[src/rtl/fetch_pkg.sv]
// fetch_pkg: shared widths, redirect kinds, queue entry type and redirect target helper
package fetch_pkg;
   localparam int INSTR_W = 32;
   localparam int ADDR_W = 32;
   localparam logic [1:0] REDIR_NONE = 2'b00;
   localparam logic [1:0] REDIR_BRANCH = 2'b01;
   localparam logic [1:0] REDIR_JUMP = 2'b10;
   localparam logic [1:0] REDIR_JR = 2'b11;
   typedef struct packed {
      logic [INSTR_W-1:0] instruction;
      logic [ADDR_W-1:0] pc;
      logic [ADDR_W-1:0] pc_plus4;
   } fetch_entry_t;
   function automatic logic [ADDR_W-1:0] redirect_target(
      input logic [1:0] kind,
      input logic [ADDR_W-1:0] pc,
      input logic [25:0] imm,
      input logic [ADDR_W-1:0] rs
   );
      logic [ADDR_W-1:0] pc4;
      pc4 = pc + ADDR_W'(4);
      return kind == REDIR_JR ? rs :
             kind == REDIR_JUMP ? {pc4[ADDR_W-1:28], imm, 2'b00} :
             pc4 + {{14{imm[15]}}, imm[15:0], 2'b00};
   endfunction
endpackage

[src/rtl/fetch_queue.sv]
// fetch_queue: flushable circular FIFO of fetch entries with full/empty and head data
module fetch_queue
   import fetch_pkg::*;
#(
   parameter int DEPTH = 2
) (
   input  logic         clk,
   input  logic         rst,
   input  logic         i_flush,
   input  logic         i_push,
   input  logic         i_pop,
   input  fetch_entry_t i_data,
   output fetch_entry_t o_head,
   output logic         o_full,
   output logic         o_empty
);
   localparam int AW = $clog2(DEPTH);
   fetch_entry_t r_mem [DEPTH];
   logic [AW-1:0] r_rd;
   logic [AW-1:0] r_wr;
   logic [AW:0] r_count;
   // entry storage; no reset needed because the head is masked to zero while empty
   always_ff @(posedge clk) begin
      if (i_push && !i_flush && !rst) r_mem[r_wr] <= i_data;
   end
   // wrapping pointers and occupancy; reset and flush both empty the queue
   always_ff @(posedge clk) begin
      if (rst || i_flush) begin
         r_rd <= '0;
         r_wr <= '0;
         r_count <= '0;
      end else begin
         r_wr <= r_wr + AW'(i_push);
         r_rd <= r_rd + AW'(i_pop);
         r_count <= r_count + (AW+1)'(i_push) - (AW+1)'(i_pop);
      end
   end
   assign o_full = r_count == (AW+1)'(DEPTH);
   assign o_empty = r_count == '0;
   assign o_head = o_empty ? '0 : r_mem[r_rd];
endmodule

[src/rtl/instruction_fetch_unit.sv]
// instruction_fetch_unit: PC, next-PC/redirect logic and the decode-facing fetch queue
// Define FETCH_MISALIGN_TRAP_EN to trap misaligned redirect targets with a sticky fetch_error.
module instruction_fetch_unit
   import fetch_pkg::*;
#(
   parameter logic [ADDR_W-1:0] RESET_PC = 32'h0000_0000,
   parameter int QUEUE_DEPTH = 2
) (
   input  logic               clk,
   input  logic               rst,
   output logic [ADDR_W-1:0]  imem_address,
   input  logic [INSTR_W-1:0] imem_instruction,
   input  logic               halt,
   input  logic [1:0]         redirect_kind,
   input  logic [ADDR_W-1:0]  redirect_pc,
   input  logic [25:0]        redirect_imm,
   input  logic [ADDR_W-1:0]  redirect_reg,
   output logic               out_valid,
   input  logic               out_ready,
   output logic [INSTR_W-1:0] out_instruction,
   output logic [ADDR_W-1:0]  out_pc,
   output logic [ADDR_W-1:0]  out_pc_plus4,
   output logic               fetch_error
);
   logic [ADDR_W-1:0] r_pc;
   logic [ADDR_W-1:0] w_raw_target;
   logic [ADDR_W-1:0] w_target;
   logic w_redir;
   logic w_pop;
   logic w_push;
   logic w_full;
   logic w_empty;
   fetch_entry_t w_entry;
   fetch_entry_t w_head;
   assign imem_address = r_pc;
   assign w_redir = redirect_kind != REDIR_NONE;
   assign w_pop = out_valid && out_ready;
   assign w_push = !halt && !w_redir && !fetch_error && (!w_full || w_pop);
   assign w_raw_target = redirect_target(redirect_kind, redirect_pc, redirect_imm, redirect_reg);
`ifdef FETCH_MISALIGN_TRAP_EN
   logic r_error;
   // any misaligned redirect latches the trap until reset
   always_ff @(posedge clk) begin
      if (rst) r_error <= 1'b0;
      else if (w_redir && w_raw_target[1:0] != 2'b00) r_error <= 1'b1;
   end
   assign w_target = w_raw_target;
   assign fetch_error = r_error;
`else
   assign w_target = w_raw_target & ~ADDR_W'(3);
   assign fetch_error = 1'b0;
`endif
   // program counter: redirect wins over sequential advance; halt simply blocks the push
   always_ff @(posedge clk) begin
      if (rst) r_pc <= RESET_PC;
      else if (w_redir) r_pc <= w_target;
      else if (w_push) r_pc <= r_pc + ADDR_W'(4);
   end
   assign w_entry = '{instruction: imem_instruction, pc: r_pc, pc_plus4: r_pc + ADDR_W'(4)};
   fetch_queue #(.DEPTH(QUEUE_DEPTH)) u_queue (
      .clk(clk),
      .rst(rst),
      .i_flush(w_redir),
      .i_push(w_push),
      .i_pop(w_pop),
      .i_data(w_entry),
      .o_head(w_head),
      .o_full(w_full),
      .o_empty(w_empty)
   );
   assign out_valid = !w_empty;
   assign out_instruction = w_head.instruction;
   assign out_pc = w_head.pc;
   assign out_pc_plus4 = w_head.pc_plus4;
endmodule
[config.mk]
export PLATFORM = sky130hd
export DESIGN_NAME = instruction_fetch_unit
export DESIGN_NICKNAME = d
export VERILOG_FILES = /design/src/rtl/fetch_pkg.sv /design/src/rtl/fetch_queue.sv /design/src/rtl/instruction_fetch_unit.sv
export SDC_FILE = /design/constraint.sdc
export NUM_CORES = 1
export LEC_CHECK = 0
export CORE_ASPECT_RATIO = 1.1
export CORE_MARGIN = 4
export CORE_UTILIZATION = 52
export DETAILED_ROUTE_END_ITERATION = 12
export PLACE_DENSITY_LB_ADDON = 0.1
export SETUP_SLACK_MARGIN = 0.2
export SLEW_MARGIN = 20
export SYNTH_ARGS = -nofsm -noshare
export SYNTH_HDL_FRONTEND = slang
export SYNTH_HIERARCHICAL = 1
export SYNTH_SLANG_ARGS = --single-unit
[constraint.sdc]
create_clock -name clk -period 17 [get_ports clk]
set_input_delay 2.55 -clock clk [delete_from_list [all_inputs] [get_ports clk]]
set_output_delay 2.55 -clock clk [all_outputs]
set_load 0.1 [all_outputs]
==> metrics.txt <==
Die H 169 um; Setup Fix Bufs, Post-CTS 0; share of the synthesized area in the top cell type 46.9%; FMAX 156 MHz; remaining routing DRC violations 0; RSZ-0062 raised after global routing no; largest fanout of any net on the critical path 6; met3 Use GR 2.58%; commonest non-fill, non-tap cell in the layout clkdlybuf4s50_1; drt initial violations approximately 550; std cell rows 58; Cells after Synth 1,068; Net Sw Frac 27.5%; slowest CP cell nor3_1; worst-margin pin slew 1.09 ns; Clk Tree Root Cell clkbuf_16; Clock Sinks 226; Nets 1,448; Worst EP required 17.35 ns; final worst path period share 37.7%; Power Density 84.3 nW/um^2; Layout Skew 0.00619 ns; area of the die 26,200 sq um; initial antenna violation count 2; Clock Path Buffers 3; Starting Density a little over half; largest stage delay on the critical path 0.64 ns; routed length per placed instance 18.2 um; Synth Cell Area 12,300 sq um; FF/Latch Area roughly 6400 sq um; # H-tree levels 1; outcome finished clean; synthesis-stage register bit count 226; Top FF cell, synth edfxtp_1; final setup TNS 0 ns; Seq/Total Area, Yosys 52.4%; Inserted Clock Buffers 21; IO Port Bufs 250; GR peak layer met2; number of synthesized flops with an enable pin 192; Clock Latency Late Sink between 0.4 and 0.5 ns; gr usage total 21.4%; Multi-input gate area 5300 sq um; hold_buf cts 0; die width ~150 um; critical path endpoint category register; Final setup viols 0; largest net degree at the start of global routing about 100; Vias 8,762; clock share of power about a third; CTS-repair resized insts 0; leakage power 5.30 nW; Internal Power 0.000942 W; CP cell instances clkdlybuf4s50_1 > nand3_1 > nor3_1 > nand2_1 > nor2_1 > xor2_1 > ha_1 > a21o_1 > a2111oi_0 > o21ai_0 > a311oi_1 > o21ai_0 > xor2_1 > a211oi_1 > a211oi_1; Clock transition at path regs 0.06 ns; mean number of vias per cell 5.49; ANT cells 0; Core Region approximately 23,000 sq um; io pins approximately 260; P&R area growth vs syn 25.2%; Hold Crit Class reg2reg; first-pass GRT wire length 45,700 um; critical path class in2reg; Rel. slew slack 27.6%; Pins Over Slew Limit 0; share of layout cells above drive strength 1 5.02%; GRT met1 Usage ~30%; most frequent cells in the layout 249 x clkdlybuf4s50_1, 192 x edfxtp_1, 139 x nor2_1; YS warnings 6; Worst Setup Slack, final 10.59 ns; Comb pwr share 18.9%; Max Cap Viol 0; Worst EP arrival 6.76 ns; total grt overflow 0; grt met2 use 36.3%; endpoints failing hold 0; pre-CTS setup slack 10.14 ns; WL final 29,100 um; Post-DP HPWL 21,300 um; Peak supply drop between 0.00006 and 0.00007 V; drt first pass iters 4; cell taking the most area after synthesis edfxtp_1; CTS tree done; Netlist cell types 68; ANT nets after route 0; Async SR Flop Fraction 0%; ranking of synthesized cells by area edfxtp_1 47%, mux2i_1 9.0%, dfxtp_1 5.5%, nor2_1 4.2%, xnor2_1 4.2%; post-layout min period approximately 6.4 ns; critical path startpoint category input pin; Reg power frac between 40% and 50%; Switch Pwr 0.000357 W; vias in the first global route 8,649; Layout fillers 1,819; Avg Cell Area, Syn 11.5 sq um; gp weighted congestion 0.919
-- kinds of logic after synthesis --
kind of cell / count (synthesis) / share of synthesized area [%]
XOR/XNOR: 96 / 6.95
flip-flops: 226 / 52.4
multiplexers: 124 / 11.0
buffers and inverters: 104 / 4.98
AND/OR/NAND/NOR: 315 / 12.2
other: 1 / 0.0305
adder cells (fa/ha/maj): 39 / 4.03
AO/OA/AOI/OAI: 163 / 8.43
-- per-stage QoR --
step / cell area, sq um / hold WS (ns) / cells / power, W / utilization [%]
5_1_grt: 15400 / 0.521 / 1595 / 0.00135 / 66.7
4_1_cts: 15400 / 0.495 / 1595 / 0.00131 / 66.7
2_1_floorplan: 12300 / 0.447 / 1078 / 0.000817 / -
3_3_place_gp: 14800 / 0.481 / 1558 / 0.000886 / 64.1
3_5_place_dp: 14800 / 0.480 / 1558 / 0.000890 / 64.1
6_report: 15400 / 0.496 / 1595 / 0.00130 / 66.7
-- critical path: cells and delay by family --
kind,cells,cell delay [ns]
xor gates and xnor gates,2,0.44
and+or+nand+nor,4,1.14
buffers and inverters,1,0.54
AOI/OAI and AO/OA,7,1.81
adders and majority gates,1,0.28
-- routing by layer --
metal	vias up	part of all wire, %
met5	-	0.11
met4	4	1.9
met3	35	5.8
met2	281	48
met1	4129	44
li1	4313	-
-- cells in the mapped netlist, drive strengths merged (7+ instances only) --
cell type  count
edfxtp       192
xnor2         59
nor3          16
o21ai         27
clkbuf        25
nand4         22
and3           8
and4           7
ha            38
nand2         54
a21o          18
and2          12
nand3         32
a211oi        15
xor2          36
dfxtp         34
mux2i        111
nor4           7
buf           56
nor2         140
mux4           9
inv           23
a21oi         60
-- sequential cells by signal (all words and copies together), names as in the netlist --
register and flops:
u_queue/r_count 2, imem_address 30, u_queue/r_wr 1, u_queue/r_mem 192, u_queue/r_rd 1
-- layout make-up --
type,instances,area share (%)
timing repair buffer,261,16.8
multi-input combinational,748,34.4
sequential,226,41.9
clock buffer,29,3.74
clock inverter,8,0.227
inverter,23,0.561
tap,300,2.44
-- power by group through the flow --
stage | registers [W] | logic (W) | clock network (W)
2_1_floorplan | 0.000637 | 0.000180 | 0
3_3_place_gp | 0.000644 | 0.000242 | 0
3_5_place_dp | 0.000645 | 0.000245 | 0
4_1_cts | 0.000633 | 0.000245 | 0.000429
5_1_grt | 0.000635 | 0.000263 | 0.000450
6_report | 0.000633 | 0.000246 | 0.000420
-- final timing paths --
path	from	endpoint	slack, ns	depth (start not counted)
setup / recovery	redirect_pc[9]	imem_address[20]	10.59	15
hold / removal	imem_address[30]	u_queue/r_mem[0][62]	0.50	0
setup reg to reg	u_queue/r_count[1]	u_queue/r_mem[1][20]	13.52	7
hold reg to reg	imem_address[30]	u_queue/r_mem[0][62]	0.50	0
(Power assumes the default switching activity.)
